### config.mk
export PLATFORM = sky130hd
export DESIGN_NAME = pc_fetch_seq
export DESIGN_NICKNAME = d
export VERILOG_FILES = /design/src/rtl/cpu_pkg.sv /design/src/rtl/fetch_skid_reg.sv /design/src/rtl/pc_fetch_seq.sv
export SDC_FILE = /design/constraint.sdc
export NUM_CORES = 1
export LEC_CHECK = 0
export CAP_MARGIN = 20
export CORE_UTILIZATION = 60
export CTS_CLUSTER_DIAMETER = 40
export CTS_CLUSTER_SIZE = 25
export DETAILED_ROUTE_END_ITERATION = 12
export DONT_BUFFER_PORTS = 1
export MAX_ROUTING_LAYER = met4
export PLACE_DENSITY = 0.78
export SYNTH_ARGS = -nofsm -noshare
export SYNTH_HDL_FRONTEND = slang
export SYNTH_HIERARCHICAL = 1
export SYNTH_SLANG_ARGS = --single-unit
export TNS_END_PERCENT = 100
### constraint.sdc
create_clock -name clk -period 4.9 [get_ports clk]
set_input_delay 0 -clock clk [delete_from_list [all_inputs] [get_ports clk]]
set_output_delay 0 -clock clk [all_outputs]
set_load 0.02 [all_outputs]
### src/rtl/cpu_pkg.sv
// Shared CPU definitions: fetch sequencer states, opcode constants and PC helpers.
package cpu_pkg;

  localparam int unsigned INSTR_BYTES = 2;

  localparam logic [3:0] OP_B   = 4'hC;
  localparam logic [3:0] OP_BR  = 4'hD;
  localparam logic [3:0] OP_PCS = 4'hE;
  localparam logic [3:0] OP_HLT = 4'hF;

  typedef enum logic [1:0] {
    FETCH = 2'd0,
    HELD  = 2'd1,
    DRAIN = 2'd2,
    HALT  = 2'd3
  } fetch_state_e;

  function automatic logic is_hlt(input logic [15:0] instr);
    return instr[15:12] == OP_HLT;
  endfunction

  // Sequential PC; wraps naturally at 16 bits.
  function automatic logic [15:0] pc_next(input logic [15:0] pc);
    return pc + 16'(INSTR_BYTES);
  endfunction

endpackage

### src/rtl/fetch_skid_reg.sv
// One-entry instruction/PC holding register used while ID is stalled.
module fetch_skid_reg (
  input  logic        clk,
  input  logic        rst,
  input  logic        load,
  input  logic        clear,
  input  logic [15:0] d_instr,
  input  logic [15:0] d_pc,
  output logic        valid,
  output logic [15:0] instr,
  output logic [15:0] pc
);

  // Clear wins over load so a flush can never leave a stale word behind.
  always_ff @(posedge clk) begin
    if (rst) begin
      valid <= 1'b0;
      instr <= 16'h0000;
      pc    <= 16'h0000;
    end else if (clear) begin
      valid <= 1'b0;
    end else if (load) begin
      valid <= 1'b1;
      instr <= d_instr;
      pc    <= d_pc;
    end
  end

endmodule

### src/rtl/pc_fetch_seq.sv
// Fetch-stage PC sequencer: issues imem requests, feeds IF/ID, handles stall, redirect and HLT.
module pc_fetch_seq
  import cpu_pkg::*;
#(
  parameter logic [15:0] RESET_PC = 16'h0000
) (
  input  logic         clk,
  input  logic         rst,
  input  logic         stall,
  input  logic         redirect_valid,
  input  logic [15:0]  redirect_pc,
  output logic         imem_req,
  output logic [15:0]  imem_addr,
  input  logic         imem_ready,
  input  logic [15:0]  imem_data,
  output logic         if_valid,
  output logic [15:0]  if_instr,
  output logic [15:0]  if_pc,
  output logic [15:0]  if_pc_plus2,
  output logic         halted,
  output fetch_state_e dbg_state
);

  // Handshake: a request is outstanding whenever imem_req=1 and completes on
  // the cycle imem_ready=1; imem_addr holds until then. IF/ID words are taken
  // by ID on every edge where if_valid=1 and stall=0.

  fetch_state_e state;
  logic [15:0]  pc;
  logic [15:0]  target;

  logic         skid_load;
  logic         skid_clear;
  logic         skid_valid;
  logic [15:0]  skid_instr;
  logic [15:0]  skid_pc;

  assign skid_load  = (state == FETCH) && imem_ready && stall && !redirect_valid;
  assign skid_clear = (state == HELD) && (redirect_valid || !stall);

  fetch_skid_reg u_skid (
    .clk     (clk),
    .rst     (rst),
    .load    (skid_load),
    .clear   (skid_clear),
    .d_instr (imem_data),
    .d_pc    (pc),
    .valid   (skid_valid),
    .instr   (skid_instr),
    .pc      (skid_pc)
  );

  // DRAIN keeps the old request up so the address stays stable until ready.
  assign imem_req  = (state == FETCH) || (state == DRAIN);
  assign imem_addr = pc;
  assign dbg_state = state;

  always_ff @(posedge clk) begin
    if (rst) begin
      state       <= FETCH;
      pc          <= RESET_PC;
      target      <= 16'h0000;
      if_valid    <= 1'b0;
      if_instr    <= 16'h0000;
      if_pc       <= 16'h0000;
      if_pc_plus2 <= 16'h0002;
      halted      <= 1'b0;
    end else begin
      if (!stall) if_valid <= 1'b0;

      if (redirect_valid) begin
        if_valid <= 1'b0;
        case (state)
          FETCH: begin
            if (imem_ready) begin
              pc <= redirect_pc;
            end else begin
              target <= redirect_pc;
              state  <= DRAIN;
            end
          end
          DRAIN: begin
            if (imem_ready) begin
              pc    <= redirect_pc;
              state <= FETCH;
            end else begin
              target <= redirect_pc;
            end
          end
          default: begin
            pc     <= redirect_pc;
            state  <= FETCH;
            halted <= 1'b0;
          end
        endcase
      end else begin
        case (state)
          FETCH: begin
            if (imem_ready) begin
              pc <= pc_next(pc);
              if (stall) begin
                state <= HELD;
              end else begin
                if_valid    <= 1'b1;
                if_instr    <= imem_data;
                if_pc       <= pc;
                if_pc_plus2 <= pc_next(pc);
                if (is_hlt(imem_data)) begin
                  state  <= HALT;
                  halted <= 1'b1;
                end
              end
            end
          end
          HELD: begin
            if (!stall && skid_valid) begin
              if_valid    <= 1'b1;
              if_instr    <= skid_instr;
              if_pc       <= skid_pc;
              if_pc_plus2 <= pc_next(skid_pc);
              if (is_hlt(skid_instr)) begin
                state  <= HALT;
                halted <= 1'b1;
              end else begin
                state <= FETCH;
              end
            end
          end
          DRAIN: begin
            if (imem_ready) begin
              pc    <= target;
              state <= FETCH;
            end
          end
          HALT: begin
          end
          default: state <= FETCH;
        endcase
      end
    end
  end

endmodule

# == Word-level counts from Yosys, hierarchy flattened ==
# Cells that the tools add are included.
# word_totals
register_bits,117
in_bits,37
output_inout_bits,69
wordCells,97
# classes
add_sub_neg,2
eq_ne,17
n_mux,41
bitwise_logic,3
reduce_logical,23
# ops
cell,count
$mux W16,14
$pmux W16 S2,4
$add A16 B2 Y16 const B,2
$mux W2,8
$ne A3 B2 Y1 const B,4
$ne A3 B3 Y1 const B,4
$mux W1,11
$reduce_and A5 Y1,2
$eq A4 B4 Y1 const B,2
$reduce_and A7 Y1,1
$ne A2 B2 Y1 const B,3
$pmux W2 S3,1
$reduce_bool A3 Y1,2
$reduce_or A2 Y1,3
$logic_and A1 B1 Y1,5
$ne A4 B3 Y1 const B,1
$pmux W1 S2,2
$pmux W2 S2,1
$reduce_and A4 Y1,1
$reduce_bool A4 Y1,1
$not A1 Y1,3
$reduce_and A3 Y1,1
$eq A2 B1 Y1 const B,1
$eq A2 B2 Y1 const B,1
6 further kinds,8

# == Logic depth before layout (Yosys ltp) ==
# Gate-level depths: netlist of run 1.
# depth
word_depth,6
mapped_depth,9
mapped_depth_nobuf,7

# == Hierarchy ==
# Netlist of run 1, hierarchy kept.
# modules_own_cells
mod,n_inst,cells_each,area_each_um2,seq_area_each_um2
pc_fetch_seq,1,563,4585.6,1661.6
fetch_skid_reg,1,148,1491.4,660.6

# == Worst setup path after synthesis of run 1 ==
# OpenSTA, ideal clock, no wires.
# synth_path
path_type,reg-to-reg
start,"register state[0], in the netlist dbg_state[0]"
end,register if_pc_plus2[3]
setup_ns,0.128
t_arrival_ns,1.794
required_time_ns,4.772
slack_ns,2.978
stages_incl_launch_ff,10
n_path_buf,3
synth_period_minus_slack_ns,1.922
path_cell_list,dfxtp_1 inv_1 ha_1 buf_2 o21ai_0 and4b_1 buf_2 buf_4 mux2i_1 nor2_1
# synth_via
elab_chain_len,3
elab_cells_between_ends,8
classes_between,eq/ne (4); mux (1); reduce/logical (3)
# synth_rtl
item,line_no,text
from (decl),pc_fetch_seq.sv:28,fetch_state_e state;
from (signal assigned),pc_fetch_seq.sv:60,state <= FETCH;
from (signal assigned),pc_fetch_seq.sv:79,state <= DRAIN;
from (signal assigned),pc_fetch_seq.sv:85,state <= FETCH;
$eq A2 B1 Y1 / $logic_not A2 Y1 (equally long branches),pc_fetch_seq.sv:97,case (state)
$ne A2 B1 Y1 (no source line) (tied with other cells),--,
$reduce_and A5 Y1 (no source line),--,
to (signal assigned),pc_fetch_seq.sv:107,if_pc_plus2 <= pc_next(pc);
to (signal assigned),pc_fetch_seq.sv:120,if_pc_plus2 <= pc_next(skid_pc);
to (decl),pc_fetch_seq.sv:19,"output logic [15:0] if_pc_plus2,"
# Several ways; a longest one is shown, not always the timed one.
# A chain may end at the register's enable or synchronous reset.

# == Worst setup path in the final report of run 1 ==
# layout_path
start,"register state[1], in the netlist dbg_state[1]"
end,register halted
# layout_via
elab_chain_len,4
elab_cells_between_ends,14
classes_between,eq/ne (8); mux (2); reduce/logical (4)
# layout_rtl
item,line_no,text
$eq A2 B2 Y1 / $logic_not A2 Y1 (equally long branches),"pc_fetch_seq.sv:73, pc_fetch_seq.sv:97",
$reduce_or A2 Y1 (no source line),--,
$ne A2 B2 Y1 (no source line),--,
$reduce_and A7 Y1 (no source line),--,
to (signal assigned),pc_fetch_seq.sv:67,halted <= 1'b0;
to (signal assigned),pc_fetch_seq.sv:93,halted <= 1'b0;
to (signal assigned),pc_fetch_seq.sv:110,halted <= 1'b1;
to (decl),pc_fetch_seq.sv:20,"output logic halted,"
# Several ways; a longest one is shown, not always the timed one.

==> results of run 1 <==
==> through the flow <==
stage          std cells  area [sq um]  setup WS (ns)  utilization (%)  hold slack [ns]
4_1_cts              874          7140           1.29             73.0          0.00731
2_1_floorplan        711          6080           2.98                -            0.147
5_1_grt              874          7140           1.07             73.0           0.0764
3_3_place_gp         788          5980           2.26             61.2           0.0827
3_5_place_dp         788          5980           2.13             61.2           0.0852
6_report             874          7140           1.21             73.0           0.0448
==> flip-flops by register name (all words and copies together) (netlist names) <==
signal and flops:
if_pc_plus2 15, u_skid/valid 1, u_skid/pc 16, if_valid 1
u_skid/instr 16, target 16, dbg_state 2, if_instr 16
halted 1, imem_addr 16, if_pc 16
==> Yosys cell counts (8+ instances only) <==
| master | count | area (sq um) |
|---|---|---|
| sky130_fd_sc_hd__a211oi_1 | 40 | 300 |
| sky130_fd_sc_hd__a21oi_1 | 40 | 200 |
| sky130_fd_sc_hd__buf_2 | 25 | 125 |
| sky130_fd_sc_hd__buf_4 | 10 | 75.1 |
| sky130_fd_sc_hd__clkbuf_1 | 21 | 78.8 |
| sky130_fd_sc_hd__dfxtp_1 | 116 | 2320 |
| sky130_fd_sc_hd__inv_1 | 11 | 41.3 |
| sky130_fd_sc_hd__mux2i_1 | 39 | 390 |
| sky130_fd_sc_hd__nand2_1 | 52 | 195 |
| sky130_fd_sc_hd__nand2b_1 | 48 | 300 |
| sky130_fd_sc_hd__nand3_1 | 29 | 145 |
| sky130_fd_sc_hd__nand4bb_1 | 32 | 360 |
| sky130_fd_sc_hd__nor2_1 | 68 | 255 |
| sky130_fd_sc_hd__nor3_1 | 15 | 75.1 |
| sky130_fd_sc_hd__nor4_1 | 8 | 50.1 |
| sky130_fd_sc_hd__o21ai_0 | 25 | 125 |
| sky130_fd_sc_hd__o21ai_1 | 30 | 150 |
| sky130_fd_sc_hd__xor2_1 | 14 | 123 |
==> power breakdown <==
part | total (mW) | leakage (nW) | switching, mW | internal (mW)
Clock | 1.22 | 0.273 | 0.486 | 0.734
Combinational | 0.509 | 1.19 | 0.309 | 0.200
Sequential | 1.22 | 0.946 | 0.189 | 1.03
==> final cells by class <==
type                            count  share of cell area, %
Multi-Input combinational cell    522                   47.8
Sequential cell                   116                   32.5
Timing Repair Buffer               59                   8.49
Clock buffer                       17                   5.80
Clock inverter                     15                   2.37
Tap cell                          133                   2.33
Inverter                           12                  0.631
==> cell families after synthesis <==
| family | after synthesis |
|---|---|
| AND/OR/NAND/NOR | 280 |
| AO/OA/AOI/OAI | 177 |
| flip-flops | 116 |
| buffers and inverters | 73 |
| multiplexers | 39 |
| XOR/XNOR | 20 |
| adder cells (fa/ha/maj) | 6 |
==> worst paths after layout <==
kind	startpoint	endpoint	slack [ns]	cells past startpoint
max reg2reg	dbg_state[1]	halted	1.21	9
min	imem_data[13]	dbg_state[0]	0.04	4
max	dbg_state[1]	halted	1.21	9
min reg2reg	target[5]	target[5]	0.46	2
==> placed cells by master, fill, tap and decap left out, types with 8 or more instances in the layout <==
cell type                       synthesis  final
sky130_fd_sc_hd__nor3_1                15     15
sky130_fd_sc_hd__inv_1                 11     11
sky130_fd_sc_hd__dlygate4sd3_1          0     52
sky130_fd_sc_hd__a211oi_1              40     40
sky130_fd_sc_hd__dfxtp_1              116    116
sky130_fd_sc_hd__nor2_1                68     67
sky130_fd_sc_hd__mux2i_1               39     39
sky130_fd_sc_hd__nor4_1                 8      8
sky130_fd_sc_hd__nand3_1               29     29
sky130_fd_sc_hd__a21oi_1               40     39
sky130_fd_sc_hd__o21ai_0               25     25
sky130_fd_sc_hd__xor2_1                14     14
sky130_fd_sc_hd__nand2b_1              48     48
sky130_fd_sc_hd__clkbuf_16              0     16
sky130_fd_sc_hd__nand2_1               52     52
sky130_fd_sc_hd__o21ai_1               30     30
sky130_fd_sc_hd__nand4bb_1             32     32
==> critical path: cells and delay by family, from the launching register on <==
family | cells | cell delay [ns]
buffers and inverters | 4 | 1.93
adders and majority gates | 1 | 0.41
DFF | 1 | 0.39
and+or+nand+nor | 1 | 0.39
AOI/OAI and AO/OA | 3 | 0.52
==> timing repair <==
action / in CTS / in global routing
hold endpoints to repair: 116 / 0
resized for setup: 0 / 0
hold buffers: 54 / 0
setup buffers: 0 / 0
==> per-layer routing <==
metal / track usage (%) / wire [um] / part of all wire (%) / vias up
li1: - / - / - / 2619
met1: 42.3 / 6930 / 40 / 2706
met2: 52.5 / 8370 / 48 / 305
met3: 9.02 / 1610 / 9.3 / 36
met4: 15.5 / 382 / 2.2 / 0
met5: - / 0 / 0 / -
==> flow_results.org, run 1 <==
** Logic synthesis
- After Yosys synthesis, full adders, half adders and majority gates account for 1.24% of the synthesized area.
- Most used flip-flop cell after synthesis :: sky130_fd_sc_hd__dfxtp_1
- After synthesis, the mean cell area works out to 8.55 sq um.
- EDFF count, synth :: 0
- Share of the synthesized area in compound gates (AO/OA/AOI/OAI) :: 18.6%
- Share of cell area taken by muxes after synthesis :: 6.42%
- After Yosys synthesis, and, or, nand and nor cells account for 26.9% of the synthesized area.
- Syn_nets :: 754
- Count of mapped cells out of synthesis :: 711
- The synthesized netlist occupies a cell area of 6080 sq um.
- Total of warnings raised by yosys :: 6
- The share of the Yosys chip area taken by registers is 38.2%.
- Dominant combinational cell family by area after synthesis :: simple AND/OR/NAND/NOR gates
- After synthesis the netlist holds a flip-flop and latch count of 116.
- Netlist cell types :: 60
- After synthesis, the share of flip-flops with an asynchronous set or reset is 0%.
- Summing the areas of all xor and xnor instances in the mapped netlist gives 2.88% of the synthesized area.

** Pwr
- VDD sags by at most 240 uV.
- The analysis attributes to cell leakage a power of 2.41 nW.
- Post-layout power :: 2.95 mW
- Total power density per cell area :: 413 nW/um^2

** Final layout
- Total area of sequential cells :: 2320 sq um
- Fill cells in the final layout number 741.
- The post-route netlist has 7.69% of its cells at a drive strength greater than 1.
- Synthesis-to-layout area growth :: 17.4%
- Summing all multi-input logic gate instances after layout gives 3410 sq um.
- The repair_antennas step left the layout with diodes totalling 0.
- The net count of the finished layout is 771.

** STA
- Tcrit/Tclk final :: 75.3%
- Setup TNS Final :: 0 ns
- Headroom to the max-slew limit came out at 45.0%.
- Setup repair after global routing missed its margin :: false
- Between clock sinks in the finished design, the worst skew comes to 0.00936 ns.
- Fmax :: 271 MHz
- Transition time at the pin with the least slew margin :: 0.825 ns
- Slew Limit Fails :: 0
- Min Tclk post-route :: 3.69 ns
- Number of setup violations in the final report :: 0
- Final hold vios :: 0

** Run
- Across the run, the number of max-cap violations was 0.

** Global routing
- First-pass GRT wire length :: 26,800 um
- Entering global routing, the biggest net connects 151 pins.
- Number of antenna violations at the first check in global routing :: 0
- Global routing usage summed across all routing layers :: 34.3%
- Summed over all layers, the global routing overflow is 0.
- The number of global-route vias before repair came to 5,316.

** Clock network
- In this run, CTS created clock tree buffers numbering 17.
- CTS built an H-tree with a depth of 4.
- After clock tree synthesis, the clock-pin slew on the worst setup and hold paths is 0.06 ns.
- The later pin in the worst-skew pair is clocked with a latency of 0.53 ns.
- Clk buf depth :: 2
- TritonCTS built the clock tree.
- The clock net in this run drives a total of 116 sinks.
- CTS placed an instance of sky130_fd_sc_hd__clkbuf_8 at the clock tree root.

** Die
- The floorplan step set the die height to 103 um.
- For this configuration, the core starts out at a cell density of 62.2%.
- Ports placed on the boundary :: 106
- The floorplan step defined a die boundary enclosing 10,500 sq um.
- Horiz. Die Dim :: 103 um
- Number of placement rows :: 36
- Core box area :: 9770 sq um

** Drt
- For this run, design rule violations remaining after detail routing come to 0.
- Routed length per placed instance :: 19.8 um
- Detailed-route vias per instance :: 6.48
- In this run, the number of DRC markers left after iteration 0 of detailed routing was 521.
- Number of nets still failing antenna checks after routing :: 0
- The routed design has 17,300 um of wire.
- Detailed-route via count :: 5,666
- For this run, the detailed router's first-pass iteration total came to 5.

** Status
- Outcome :: finished, final reports clean

** Worst setup path
- In this design, the critical path's most frequently occurring cell is sky130_fd_sc_hd__dlygate4sd3_1.
- Slowest cell on the critical path :: sky130_fd_sc_hd__buf_4
- The signal on the critical path passes through inv_1 -> ha_2 -> buf_4 -> and4_1 -> a32o_1 -> a31oi_1 -> dlygate4sd3_1 -> a211oi_1 -> dlygate4sd3_1.
- STA classifies the critical path startpoint as a register.
- Maximum single-stage delay on the critical path :: 0.61 ns
- The critical path is of the reg -> reg type.
- Setup crit end kind :: register
- Along the worst path, the maximum fanout reaches 41.
- At the worst endpoint, the required time is 5.38 ns.
- Arrival time of data at the critical path endpoint :: 4.17 ns

** Worst hold path
- The path class of the tightest hold or removal check is in -> reg.

** Placement
- Port buffering added 0 buffers.
- Detailed placement ended at an HPWL of 10,200 um.
- At the end of routability-driven placement, the weighted congestion stood at 0.868.
(Power assumes the default switching activity.)
==> run 2, diff against run 1 <==
==> constraint.sdc (replaced) <==
create_clock -name clk -period 3.7 [get_ports clk]
set_input_delay 0 -clock clk [delete_from_list [all_inputs] [get_ports clk]]
set_output_delay 0 -clock clk [all_outputs]
set_load 0.02 [all_outputs]
==> run 2 against run 1 <==
Critical path depth stayed put. Wire length is 2.4% lower. First-iteration DRC count is 24% higher. Clock power is 39% higher. Maximum frequency is 12% higher. Worst hold slack better by 0.0037 ns. Sequential share of layout area is 0.16 points higher. Utilization is 0.36 points lower. Flip-flop and latch count stayed put. Clock skew hardly changed. Setup slack worse by 0.80 ns. Non-clock buffer count is 6 lower. Critical path type unchanged. Highest routed layer unchanged.
==> flow_results.org, run 2 (synthesis results as in run 1) <==
** Status
- Outcome :: finished, final reports clean

** Worst setup path
- Maximum single-stage delay on the critical path :: 0.73 ns (+0.12 ns)
- Cell family contributing the most delay on the critical path :: buffers and inverters
- By instance count, the cell type seen most on the critical path is sky130_fd_sc_hd__dlygate4sd3_1.
- Cells along the critical path :: inv_1 -> ha_1 -> nor2_1 -> nor2_2 -> buf_4 -> nand3_1 -> dlygate4sd3_1 -> a21oi_1 -> dlygate4sd3_1
- Number of buffer and inverter instances along the worst setup path :: 4 (unchanged)
- Setup crit end kind :: register
- Required @ worst endpoint :: 4.17 ns (-1.21 ns)
- Arrival time of data at the critical path endpoint :: 3.76 ns (-0.41 ns)
- The worst setup path is launched from a register.
- Slowest cell on the critical path :: sky130_fd_sc_hd__ha_1
- Peak fanout along the critical path :: 20 (-51%)
- Type of the worst setup path :: reg -> reg

** Die
- Die height :: 103 um (unchanged)
- Core box area :: 9770 sq um (unchanged)
- Ports placed on the boundary :: 106 (unchanged)
- Initial core utilization :: 62.2% (unchanged)
- Number of placement rows :: 36 (unchanged)
- The die extent in x was 103 um (unchanged).
- The area enclosed by the die boundary was 10,500 sq um (unchanged).

** STA
- The post-route fraction of the period consumed by the critical path was 88.8% (+14 points).
- The peak clock frequency supported by timing was 304 MHz (+12%).
- The total negative setup slack came to 0 ns (unchanged).
- The setup clock skew after layout came to 0.00984 ns (+0.000481 ns).
- The actual transition at the worst max-transition pin came to 0.844 ns (+0.0195 ns).
- Setup repair after global routing left no endpoint under its margin.
- Slew Limit Fails :: 0 (unchanged)
- The setup-violating endpoint count in the final report is 0 (unchanged).
- The time the final worst path needs with I/O delays and setup was 3.29 ns (-0.401 ns).
- Worst Hold Slack :: 0.0484 ns (+0.00365 ns)
- Remaining max-slew budget at the tightest pin :: 43.7% (-1.3 points)
- Final hold vios :: 0 (unchanged)

** Pwr
- The fraction of power consumed by the clock network is 42.7% (+1.3 points).
- The part of the total power dissipated in sequential elements is 40.8% (-0.5 points).
- The total power density per cell area came to 557 nW/um^2 (+35%).
- The switching share of total power is 30.8% (-2.5 points).
- P_sw :: 1.22 mW (+24%)
- Power Internal :: 2.74 mW (+39%)
- VDD IR max :: 374 uV (+56%)
- The combinational share of power was 16.5% (-0.8 points).
- Leakage :: 2.41 nW (about the same)

** Drt
- The wire length after detailed routing came to 16,900 um (-2.4%).
- The total DRC errors in the routed layout came to 0 (unchanged).
- Detailed-route via count :: 5,540 (-2.2%)
- The number of vias per cell after detailed routing is 6.38 (-1.5%).
- Detailed-router iteration count before antenna repair :: 5 (unchanged)
- The detailed-route wire length per cell is 19.4 um (-1.8%).
- The first-iteration detailed-routing DRC count came to 645 (+24%).
- The final antenna-violating net count was 0 (unchanged).

** Clock network
- The root buffer cell chosen for the clock tree is sky130_fd_sc_hd__clkbuf_8.
- The clock network latency to the later pin of the worst-skew pair is 0.53 ns (about the same).
- Clock transition time at the flip-flop clock pins of the worst setup and hold paths :: 0.06 ns (about the same)
- Number of buffers inserted to repair setup after CTS :: 0 (unchanged)
- Number of levels in the clock H-tree :: 4 (unchanged)
- TritonCTS clock tree :: built
- The number of clock sinks came to 116 (unchanged).
- Clock buffers created by TritonCTS :: 17 (unchanged)
- Clk buf depth :: 2 (unchanged)

** Final layout
- Total area of sequential cells :: 2320 sq um (unchanged)
- Most frequent standard cell in the layout excluding fill and tap cells :: sky130_fd_sc_hd__dfxtp_1
- Antenna Diode Count :: 0 (unchanged)
- Multi-input logic area :: 3410 sq um (unchanged)
- Highest-count cells in the layout ignoring fill and taps :: sky130_fd_sc_hd__dfxtp_1 (116), sky130_fd_sc_hd__nor2_1 (67), sky130_fd_sc_hd__nand2_1 (52)
- Fraction of layout cells with a size suffix above 1 :: 7.62% (-0.073 points)
- The final net count was 765 (-0.78%).
- Synthesis-to-layout area growth :: 16.8%
- Fillcell total :: 720 (-2.8%)

** Global routing
- First-pass GRT wire length :: 25,800 um (-3.8%)
- Global routing usage summed across all routing layers :: 33.1% (-1.2 points)
- The number of global-route vias before repair is 5,082 (-4.4%).
- The pin count of the biggest net entering global routing was 151 (unchanged).
- Overflow left after global routing :: 0 (unchanged)
- Number of antenna violations at the first check in global routing :: 0 (unchanged)

** Placement
- Final estimated routing congestion in global placement :: 0.908 (+4.7%)
- Number of port buffers :: 0 (unchanged)
- The placed wire-length estimate after detailed placement is 10,200 um (+0.40%).

** Run
- Max-capacitance violation count :: 0 (unchanged)

** Worst hold path
- The path class of the tightest hold or removal check is in -> reg.
[run 2: power groups by stage]
stage	registers (mW)	clock network (mW)	logic [mW]
global placement	1.63	0	0.535
floorplan	1.58	0	0.503
finish	1.61	1.69	0.654
detailed placement	1.64	0	0.550
global route	1.63	1.75	0.716
CTS	1.61	1.69	0.636
[run 2: cell type report]
class / count / share of cell area, %
Sequential cell: 116 / 32.7
Multi-Input combinational cell: 522 / 48.1
Tap cell: 133 / 2.34
Clock inverter: 7 / 1.67
Clock buffer: 25 / 6.96
Inverter: 12 / 0.634
Timing Repair Buffer: 53 / 7.61
[run 2: worst paths after layout]
| path | start | endpoint | slack (ns) | cells after the start |
|---|---|---|---|---|
| setup / recovery | dbg_state[0] | target[15] | 0.41 | 9 |
| hold / removal | imem_data[14] | dbg_state[0] | 0.05 | 4 |
| setup reg to reg | dbg_state[0] | target[15] | 0.41 | 9 |
| hold reg to reg | target[14] | target[14] | 0.46 | 2 |
[run 2: routing by layer]
metal | GRT usage, % | part of all wire, % | up-vias
met4 | 14.4 | 2.1 | 0
li1 | - | - | 2596
met3 | 8.27 | 9.5 | 35
met2 | 51.1 | 48 | 283
met5 | - | 0 | -
met1 | 41.0 | 40 | 2626
[run 2: tightest hold or removal path, stage by stage]
cell,delay (ns)
sky130_fd_sc_hd__a41oi_1,0.17
sky130_fd_sc_hd__o21ai_0,0.17
sky130_fd_sc_hd__nand3_1,0.12
sky130_fd_sc_hd__o31ai_1,0.07
[run 2: per-stage QoR]
step                instances  instance area (sq um)  power [mW]  worst slack, ns  utilization, %
floorplan                 711                   6080        2.08             1.78               -
global placement          790                   6000        2.17             1.15            61.4
detailed placement        790                   6000        2.19             1.06            61.4
CTS                       868                   7100        3.94            0.551            72.6
global route              868                   7100        4.09            0.263            72.6
finish                    868                   7100        3.96            0.413            72.6
[run 2: what timing repair did]
item                                   in CTS  in global routing
hold buffers                               46                  0
resized for setup                           0                  0
endpoints found under the hold margin     116                  0
==> run 3, diff against run 2 <==
--- a/config.mk
+++ b/config.mk
@@ -6,13 +6,13 @@
 export NUM_CORES = 1
 export LEC_CHECK = 0
 export CAP_MARGIN = 20
-export CORE_UTILIZATION = 60
+export CORE_UTILIZATION = 55
 export CTS_CLUSTER_DIAMETER = 40
 export CTS_CLUSTER_SIZE = 25
 export DETAILED_ROUTE_END_ITERATION = 12
 export DONT_BUFFER_PORTS = 1
 export MAX_ROUTING_LAYER = met4
-export PLACE_DENSITY = 0.78
+export PLACE_DENSITY = 0.72
 export SYNTH_ARGS = -nofsm -noshare
 export SYNTH_HDL_FRONTEND = slang
 export SYNTH_HIERARCHICAL = 1
==> run 3 against run 2 <==
Maximum frequency is 11% higher. Setup slack improved by 0.31 ns. Utilization is 6.0 points lower. Sequential power hardly changed. Register-to-register slack improved by 0.31 ns. Flip-flop and latch count unchanged. Global-route usage decreased by 2.7 points. Clock skew about the same. Clock power is 8% lower. Power decreased by 2.8%. Largest power group is now registers.
==> flow_results.org, run 3 (synthesis results as in run 1) <==
** Drt
- Detailed-route vias per instance :: 6.17 (-3.4%)
- Post-detailed-routing wire length :: 16,600 um (-1.7%)
- DRC violations left :: 0 (unchanged)
- The number of iterations in the first detailed-routing pass was 7 (+2).
- The via count of the routed design is 5,471 (-1.2%).
- Drt first-iter violations :: 478 (-26%)
- The detailed-route wire length per cell was 18.7 um (-3.8%).
- The final antenna-violating net count is 0 (unchanged).

** Clock network
- TritonCTS clock tree :: built
- Number of buffers inserted to repair setup after CTS :: 0 (unchanged)
- The number of clock sinks is 116 (unchanged).
- Quantity of gates resized following cts :: 0 (unchanged)
- Clock buffers created by TritonCTS :: 17 (unchanged)
- Number of levels in the clock H-tree :: 4 (unchanged)
- The clock-pin slew reported for the worst setup and hold paths after clock tree synthesis is 0.06 ns (about the same).
- Clk Tree Root Cell :: sky130_fd_sc_hd__clkbuf_8
- The clock network latency to the later pin of the worst-skew pair came to 0.55 ns (+0.02 ns).
- The number of hold-repair buffers added at the cts stage came to 58 (+26%).
- The maximum buffer depth of the clock tree was 2 (unchanged).

** Worst setup path
- Peak fanout along the critical path :: 18 (-10%)
- In this run the critical register-to-register path is captured at target[3].
- Arrival time of data at the critical path endpoint :: 3.41 ns (-0.35 ns)
- Crit path launch type :: register
- Required @ worst endpoint :: 4.14 ns (-0.03 ns)
- In this run the worst setup path begins at dbg_state[0].
- Worst R2R Start :: dbg_state[0]
- STA classifies the critical path endpoint as a register.
- The critical path ends at target[3].
- By startpoint and endpoint, the worst setup path is classified as reg -> reg.
- The reg2reg setup slack came to 0.73 ns (+0.31 ns).
- Reg2Reg Depth :: 9 (unchanged)

** Pwr
- The total power density per cell area came to 535 nW/um^2 (-4.0%).
- Leakage :: 2.44 nW (+1.1%)
- VDD IR max :: 370 uV (-1.0%)

** Run
- Max-capacitance violation count :: 0 (unchanged)

** Final layout
- The proportion of layout cells with a drive suffix above 1 came to 7.63% (+0.011 points).
- The area taken by flip-flops and latches came to 2320 sq um (unchanged).
- In the layout the commonest cells are sky130_fd_sc_hd__dfxtp_1 (116), sky130_fd_sc_hd__nor2_1 (67), sky130_fd_sc_hd__dlygate4sd3_1 (56).
- Leaving out fill and tap cells, the most frequent cell in the layout is sky130_fd_sc_hd__dfxtp_1.
- Antenna Diode Count :: 0 (unchanged)
- The area used by multi-input combinational logic was 3410 sq um (unchanged).
- Final design instance area without fill :: 7190 sq um (+1.3%)
- The number of fillers in the final layout came to 861 (+20%).
- The final net count was 778 (+1.7%).
- Synthesis-to-layout area growth :: 18.4%

** Die
- The die extent in x came to 107 um (+4.4%).
- The placeable core area was 10,800 sq um (+10%).
- Number of placement rows :: 38 (+5.6%)
- Initial core utilization :: 56.3% (-5.9 points)
- Ports placed on the boundary :: 106 (unchanged)
- Full die area :: 11,500 sq um (+8.9%)
- The y dimension of the die was 107 um (+4.4%).

** Global routing
- The global routing usage summed across all routing layers is 30.4% (-2.7 points).
- First-pass GRT wire length :: 26,400 um (+2.5%)
- The pin count of the biggest net entering global routing is 152 (+0.66%).
- The total overflow reported by the global router was 0 (unchanged).
- The number of antenna violations at the first check in global routing came to 0 (unchanged).
- The number of global-route vias before repair came to 5,156 (+1.5%).

** STA
- Setup repair after global routing left no endpoint under its margin.
- Fmax :: 336 MHz (+11%)
- The setup-violating endpoint count in the final report is 0 (unchanged).
- The post-route fraction of the period consumed by the critical path came to 80.4% (-8.5 points).
- The final hold violation count was 0 (unchanged).
- Min Tclk post-route :: 2.97 ns (-0.313 ns)
- The worst slew margin relative to its limit was 46.7% (+3.0 points).
- Setup TNS Final :: 0 ns (unchanged)
- The setup clock skew after layout came to 0.00996 ns (+0.000114 ns).
- The count of pins over their slew limit came to 0 (unchanged).
- The actual transition at the worst max-transition pin is 0.799 ns (-0.0453 ns).

** Placement
- The placed wire-length estimate after detailed placement was 10,400 um (+1.7%).
- Final estimated routing congestion in global placement :: 0.854 (-6.0%)
- Number of port buffers :: 0 (unchanged)
- The standard cell area after detailed placement came to 6030 sq um (+0.48%).

** Status
- The flow ran to the end, and the final reports show no timing, DRC or antenna violations.

** Worst hold path
- The worst hold path belongs to the class in -> reg.
run 3: changes by cell type in the layout (fill, tap and decap cells not counted):
cell,previous run,this run
sky130_fd_sc_hd__clkinv_2,1,5
sky130_fd_sc_hd__clkbuf_8,6,3
sky130_fd_sc_hd__clkbuf_1,3,2
sky130_fd_sc_hd__buf_12,1,2
sky130_fd_sc_hd__clkinvlp_4,2,3
sky130_fd_sc_hd__dlygate4sd3_1,44,56
sky130_fd_sc_hd__bufinv_16,3,2
sky130_fd_sc_hd__clkinv_4,1,0
run 3: power breakdown:
group | leakage (nW) | total, mW | switching [mW] | internal, mW
registers | 0.946 | 1.61 | 0.251 | 1.36
logic | 1.23 | 0.671 | 0.392 | 0.279
clock network | 0.269 | 1.56 | 0.580 | 0.982
total | 2.44 | 3.85 | 1.22 | 2.62
run 3: how the worst min path moves through the flow:
| stage | start | to | cells past startpoint |
|---|---|---|---|
| 2_1_floorplan | redirect_pc[5] | target[5] | 2 |
| 3_5_place_dp | rst | if_instr[11] | 1 |
| 6_report | stall | if_pc[3] | 4 |
| 4_1_cts | stall | if_pc_plus2[2] | 4 |
| 5_1_grt | stall | if_pc[3] | 4 |
| 3_3_place_gp | rst | if_instr[10] | 1 |
run 3: per-stage QoR:
step / util (%) / setup WS, ns / instances / hold slack (ns) / power [mW]
detailed placement: 55.9 / 1.18 / 798 / 0.0800 / 2.19
global placement: 55.9 / 1.23 / 798 / 0.0805 / 2.17
CTS: 66.6 / 0.765 / 887 / 0.0385 / 3.84
finish: 66.6 / 0.726 / 887 / 0.0651 / 3.85
floorplan: - / 1.78 / 711 / 0.147 / 2.08
global route: 66.6 / 0.576 / 887 / 0.0783 / 4.00
run 3: per-layer routing:
metal	vias to the layer above	GRT usage (%)	share of wire, %
met5	-	-	0
met3	25	8.45	8.1
met2	213	44.8	46
li1	2637	-	-
met1	2596	39.5	44
met4	0	11.4	1.6
run 3: worst max-delay path, cell delays in order, from the launching register on:
cell and delay (ns):
sky130_fd_sc_hd__dfxtp_1 0.47, sky130_fd_sc_hd__inv_1 0.15, sky130_fd_sc_hd__ha_1 0.38, sky130_fd_sc_hd__nor2_1 0.31, sky130_fd_sc_hd__nor2_2 0.05, sky130_fd_sc_hd__buf_4 0.20
sky130_fd_sc_hd__nand3_1 0.09, sky130_fd_sc_hd__dlygate4sd3_1 0.56, sky130_fd_sc_hd__a21oi_1 0.06, sky130_fd_sc_hd__dlygate4sd3_1 0.58
run 3: cell type report:
class | count | share of cell area (%)
Timing Repair Buffer | 66 | 9.46
Tap cell | 140 | 2.44
Clock inverter | 10 | 1.50
Multi-Input combinational cell | 522 | 47.5
Sequential cell | 116 | 32.3
Inverter | 12 | 0.626
Clock buffer | 21 | 6.24
